--- config.mk ---
export PLATFORM = sky130hd
export DESIGN_NAME = decode_stage
export DESIGN_NICKNAME = d
export VERILOG_FILES = /design/src/rtl/decode_stage.sv
export SDC_FILE = /design/constraint.sdc
export NUM_CORES = 1
export LEC_CHECK = 0
export BUFFER_PORTS_ARGS = -buffer_cell sky130_fd_sc_hd__buf_4
export CAP_MARGIN = 10
export CELL_PAD_IN_SITES_DETAIL_PLACEMENT = 0
export CELL_PAD_IN_SITES_GLOBAL_PLACEMENT = 2
export CORE_MARGIN = 2
export CORE_UTILIZATION = 31
export CTS_CLUSTER_DIAMETER = 120
export CTS_CLUSTER_SIZE = 14
export DETAILED_ROUTE_END_ITERATION = 7
export PLACE_DENSITY_LB_ADDON = 0.1
export SYNTH_ARGS = -nofsm -noshare
export SYNTH_HDL_FRONTEND = slang
export SYNTH_SLANG_ARGS = --single-unit
--- constraint.sdc ---
create_clock -name clk -period 3.15 [get_ports clk]
set_input_delay 0.63 -clock clk [delete_from_list [all_inputs] [get_ports clk]]
set_output_delay 0.63 -clock clk [all_outputs]
set_load 0.02 [all_outputs]
--- src/rtl/decode_stage.sv ---
// Registered instruction-decode pipeline stage sitting between fetch and execute.
// Classifies each 16-bit word into a group code, splits out operand fields and
// supports an EXT prefix word (word[4:0] = 5'b11010) that widens the immediate
// or jump offset of the word that follows it.
// Group codes (local copy of the cpu_data values):
//   0 none/illegal, 1 CRVMATH, 2 RJMP, 3 CRRMATH, 4 CRSMATH, 5 SFLAG, 6 UFLAG,
//   7 SPECIAL, 8 WRRMATH, 9 WRRMATH_MEM, 10 WRSMATH, 11 WRSMATH_STACK
module decode_stage #(
    parameter int ADDR_WIDTH = 16,
    parameter bit EXT_ENABLE = 1'b1,
    localparam int VAL_WIDTH = EXT_ENABLE ? 16 : 8
) (
    input  logic                  clk,
    input  logic                  reset,
    input  logic                  flush,
    input  logic [15:0]           in_word,
    input  logic [ADDR_WIDTH-1:0] in_pc,
    input  logic                  in_valid,
    output logic                  in_ready,
    output logic                  out_valid,
    input  logic                  out_ready,
    output logic [3:0]            out_group,
    output logic [3:0]            out_operator,
    output logic [2:0]            out_rgv,
    output logic [2:0]            out_rg1,
    output logic [2:0]            out_rg2,
    output logic [VAL_WIDTH-1:0]  out_val,
    output logic [ADDR_WIDTH-1:0] out_rel,
    output logic [ADDR_WIDTH-1:0] out_pc,
    output logic                  out_ext,
    output logic                  out_illegal
);

    localparam logic [3:0] GROUP_NONE          = 4'd0;
    localparam logic [3:0] GROUP_CRVMATH       = 4'd1;
    localparam logic [3:0] GROUP_RJMP          = 4'd2;
    localparam logic [3:0] GROUP_CRRMATH       = 4'd3;
    localparam logic [3:0] GROUP_CRSMATH       = 4'd4;
    localparam logic [3:0] GROUP_SFLAG         = 4'd5;
    localparam logic [3:0] GROUP_UFLAG         = 4'd6;
    localparam logic [3:0] GROUP_SPECIAL       = 4'd7;
    localparam logic [3:0] GROUP_WRRMATH       = 4'd8;
    localparam logic [3:0] GROUP_WRRMATH_MEM   = 4'd9;
    localparam logic [3:0] GROUP_WRSMATH       = 4'd10;
    localparam logic [3:0] GROUP_WRSMATH_STACK = 4'd11;

    typedef enum logic {
        FIRST,
        PREFIX
    } state_t;

    state_t                  state;
    logic [7:0]              prefix_hi;
    logic [ADDR_WIDTH-1:0]   prefix_pc;

    logic                    accept;
    logic                    is_prefix;
    logic                    ext_group;
    logic [3:0]              op;
    logic [3:0]              dec_group;
    logic                    dec_illegal;
    logic [VAL_WIDTH-1:0]    val_norm;
    logic [VAL_WIDTH-1:0]    val_ext;
    logic [ADDR_WIDTH-1:0]   rel_norm;
    logic [ADDR_WIDTH-1:0]   rel_ext;

    // A flush cycle never consumes the fetched word; otherwise accept whenever
    // the output register is empty or being drained this cycle.
    assign in_ready  = !flush && (!out_valid || out_ready);
    assign accept    = in_valid && in_ready;
    assign op        = in_word[15:12];
    assign is_prefix = EXT_ENABLE && (in_word[4:0] == 5'b11010);
    assign ext_group = (dec_group == GROUP_CRVMATH) || (dec_group == GROUP_RJMP);

    // Immediate and offset in both plain and prefix-widened forms; the offsets
    // are sign-extended (or truncated) to the address width.
    assign val_norm = VAL_WIDTH'(in_word[11:4]);
    assign val_ext  = VAL_WIDTH'({prefix_hi, in_word[11:4]});
    assign rel_norm = ADDR_WIDTH'($signed(in_word[15:5]));
    assign rel_ext  = ADDR_WIDTH'($signed({prefix_hi, in_word[15:5]}));

    // Group classification of the incoming word from its low five bits and opcode.
    always_comb begin
        dec_group   = GROUP_NONE;
        dec_illegal = 1'b0;
        casez (in_word[4:0])
            5'b0????: dec_group = GROUP_CRVMATH;
            5'b10???: dec_group = GROUP_RJMP;
            5'b11100: dec_group = GROUP_CRRMATH;
            5'b11110: dec_group = GROUP_CRSMATH;
            5'b11000: dec_group = GROUP_SFLAG;
            5'b11001: dec_group = GROUP_UFLAG;
            5'b11011: dec_group = GROUP_SPECIAL;
            5'b11101: begin
                if (op == 4'b1011 || op == 4'b1111) begin
                    dec_group = GROUP_WRRMATH;
                end else if (op[3]) begin
                    dec_group = GROUP_WRRMATH_MEM;
                end else begin
                    dec_group = GROUP_WRRMATH;
                end
            end
            5'b11111: begin
                if (op[2:0] == 3'b111) begin
                    dec_group = GROUP_WRSMATH_STACK;
                end else begin
                    dec_group = GROUP_WRSMATH;
                end
            end
            default: begin
                dec_group   = GROUP_NONE;
                dec_illegal = 1'b1;
            end
        endcase
    end

    // Prefix FSM and output register; a word after a prefix always reports the
    // prefix PC and out_ext, and is illegal unless it is CRVMATH or RJMP.
    always_ff @(posedge clk or posedge reset) begin
        if (reset) begin
            state        <= FIRST;
            prefix_hi    <= '0;
            prefix_pc    <= '0;
            out_valid    <= 1'b0;
            out_group    <= '0;
            out_operator <= '0;
            out_rgv      <= '0;
            out_rg1      <= '0;
            out_rg2      <= '0;
            out_val      <= '0;
            out_rel      <= '0;
            out_pc       <= '0;
            out_ext      <= 1'b0;
            out_illegal  <= 1'b0;
        end else if (flush) begin
            out_valid <= 1'b0;
            state     <= FIRST;
        end else begin
            if (out_valid && out_ready) begin
                out_valid <= 1'b0;
            end
            if (accept) begin
                if (state == FIRST && is_prefix) begin
                    prefix_hi <= in_word[15:8];
                    prefix_pc <= in_pc;
                    state     <= PREFIX;
                end else begin
                    out_valid    <= 1'b1;
                    out_group    <= dec_group;
                    out_operator <= in_word[15:12];
                    out_rgv      <= in_word[3:1];
                    out_rg1      <= in_word[7:5];
                    out_rg2      <= in_word[10:8];
                    out_val      <= val_norm;
                    out_rel      <= rel_norm;
                    out_pc       <= in_pc;
                    out_ext      <= 1'b0;
                    out_illegal  <= dec_illegal;
                    if (state == PREFIX) begin
                        out_pc  <= prefix_pc;
                        out_ext <= 1'b1;
                        state   <= FIRST;
                        if (ext_group) begin
                            out_val <= val_ext;
                            out_rel <= rel_ext;
                        end else begin
                            out_illegal <= 1'b1;
                        end
                    end
                end
            end
        end
    end

endmodule

==> results.yml <==
detailed_routing:
  wl_um: 7780
  post_drt_via_cell_ratio: 4.41
  drcViolationCount: 0
  vias: 2374
  drtPass1Iterations: 4
  drt_iter0_drc: 66
  antenna_left: 0
  wl_per_cell_um: 14.5
worst_setup_path:
  r2r_start: "state"
  crit_path_start_kind: "primary input"
  cp-startpoint: "in_word[0]"
  crit_slowest_cell: "o2111a_1"
  crit_path_end_kind: "flip-flop"
  cp_top_family: "simple AND/OR/NAND/NOR gates"
  path_cells: "buf_4 -> or3b_1 -> o2111a_1 -> nor2_1 -> a31oi_1"
  critPathKind: "in2reg"
  critPathArrivalTime_ns: 2.25
  slowest_delay_ns: 0.69
  cp_num_buf_inv: 1
  cp_data_required_time_ns: 3.32
  crit_fanout: 28
cts:
  path_clk_slew_ns: 0.08
  clk_latency_ns: 0.35
  cts_root_buf: "clkbuf_8"
  post_cts.repair.setup_buffers: 0
  cts_hold_buf: 0
  cts_sinks: 76
  max-clock-path-buffers: 2
  ctsResizeCount: 0
  cts_tree: "built"
  h-tree-depth: 3
  cts_inserted_buffers: 9
synthesis:
  synthTopCellsByArea: "dfrtp_1 (56%), nand2_1 (8.6%), mux2_4 (8.4%), mux2i_1 (4.7%), o21ai_0 (4.3%)"
  ys_warn_count: 0
  syn_nets: 344
  netlist_top_cells_count: "nand2_1 (78), dfrtp_1 (76), o21ai_0 (29)"
  postSynth.asyncResetShare_pct: 100
  synth_top_area_cell: "dfrtp_1"
  ys.flop_type: "dfrtp_1"
  synth_top_cell_area_share_pct: 55.9
  ys_ff_latch: 76
  yosysMostFrequentCell: "nand2_1"
  ys_types: 30
  yosysSeqAreaShare_pct: 55.9
  syn_inst: 307
  syn_area_per_cell_um2: 11.1
  synth_edf_count: 0
  syn-cell-area_um2: 3400
power:
  cellLeakagePower_nw: 2.21
  ir_worst_vdd_uv: 288
  p_per_area_nw_per_um2: 605
sta:
  relSlewSlack_pct: 29.1
  rsz0062_at_grt: "false"
  setup_violations: 0
  tightest_slew_ns: 1.06
  period_needed_ns: 2.08
  setup-tns-final_ns: 0
  hold_viol: 0
  fmax_mhz: 481
  slew_viol_final: 0
  fin_crit_sh_pct: 66.0
  skew_ns: 0.0126
floorplan:
  fp.dieH_um: 109
  die-area_um2: 11800
  num_rows: 38
  fp.dieW_um: 109
  io_pins: 106
  start_util_pct: 31.5
  core_um2: 10800
global_route:
  grt_use_total_pct: 13.9
  antenna_found_initial: 0
  grt_max_degree: 50
  grt_pass1_wl_um: 12400
  grt-ovfl-total: 0
  grt_pass1_vias: 2308
placement:
  gp_congestion: 0.715
  numPortBuffers: 105
  dp_cells: 522
  dp_hpwl_um: 5230
status:
  status: "finished, final reports clean"
worst_hold_path:
  hold_path.class: "in2async"
flow_run:
  cap_violations: 0
layout:
  final_nets: 430
  drive_gt1_share_pct: 38.7
  insertedDiodeCount: 0
  instances_no_fill: 538
  syn2layout_area_growth_pct: 29.4
[stage by stage]
| stage | area, um2 | util (%) | hold WS [ns] | power [mW] | worst slack, ns |
|---|---|---|---|---|---|
| 6_report | 4400 | 40.7 | 0.361 | 2.66 | 1.07 |
| 5_1_grt | 4400 | 40.7 | 0.389 | 2.80 | 0.884 |
| 4_1_cts | 4400 | 40.7 | 0.370 | 2.71 | 1.04 |
| 3_5_place_dp | 4150 | 38.4 | 0.472 | 1.77 | 0.667 |
| 3_3_place_gp | 4150 | 38.4 | 0.463 | 1.76 | 0.721 |
| 2_1_floorplan | 3400 | - | 0.479 | 1.54 | 0.582 |
[logic make-up after synthesis]
family,after synthesis,synth area share [%]
AO/OA/AOI/OAI,43,7.66
XOR/XNOR,1,0.258
buffers and inverters,40,7.99
flip-flops,76,55.9
multiplexers,40,14.8
AND/OR/NAND/NOR,107,13.4
[report_power, final]
group / internal (mW) / switching [mW] / total (mW)
Sequential: 1.09 / 0.0727 / 1.17
Clock: 0.548 / 0.374 / 0.922
Combinational: 0.263 / 0.309 / 0.572
[final timing paths]
check | endpoint | slack, ns | depth (start not counted)
worst min-delay path | out_pc[7] | 0.36 | 2
worst min register to register | out_pc[15] | 0.48 | 2
worst max-delay path | out_rel[14] | 1.07 | 5
min in group clk | out_valid | 0.44 | 2
worst max register to register | out_rel[15] | 1.27 | 3
max in group asynchronous | prefix_pc[0] | 2.02 | 3
[metal layers]
| metal | routed length (um) | up-vias | GRT usage, % |
|---|---|---|---|
| met4 | 85 | 0 | 4.12 |
| met1 | 3530 | 1115 | 18.4 |
| met5 | 0 | - | 0 |
| met3 | 512 | 6 | 4.78 |
| met2 | 3650 | 74 | 21.6 |
| li1 | - | 1179 | - |
[flip-flops by register name (all words and copies together), names as in the netlist]
name,cells
out_ext,1
out_group,4
out_illegal,1
out_operator,3
out_pc,16
out_rel,6
out_rg1,2
out_rg2,2
out_rgv,3
out_val,12
out_valid,1
prefix_hi,8
prefix_pc,16
state,1
[layout by cell type, fill, tap and decap left out]
cell type and count:
o21ai_1 2, o21ai_0 29, a311o_1 1, mux2i_1 16, nand2_1 78, and3_1 1
mux2_2 5, nand4_1 1, buf_4 110, o2111a_1 1, nor2_4 1, dfrtp_1 76
o2111ai_4 1, a21oi_1 2, a32o_1 1, clkinv_2 2, clkinv_4 1, nand2_4 1
or3b_1 1, and2_1 1, clkbuf_8 10, bufinv_16 3, inv_1 4, mux2_4 19
a31oi_1 6, xnor2_1 1, nor2_1 7, nand3_1 12, clkinvlp_4 1, nand2b_1 3
nand3b_1 1
[area by class of cell]
class	count	area, um2
clock buffer	10	138
inverter	5	20.0
multi-input combinational	191	1230
timing repair buffer	110	826
fill	1097	6390
clock inverter	6	111
tap	140	175
sequential	76	1900
No activity file was read; power rests on OpenSTA's default activity.
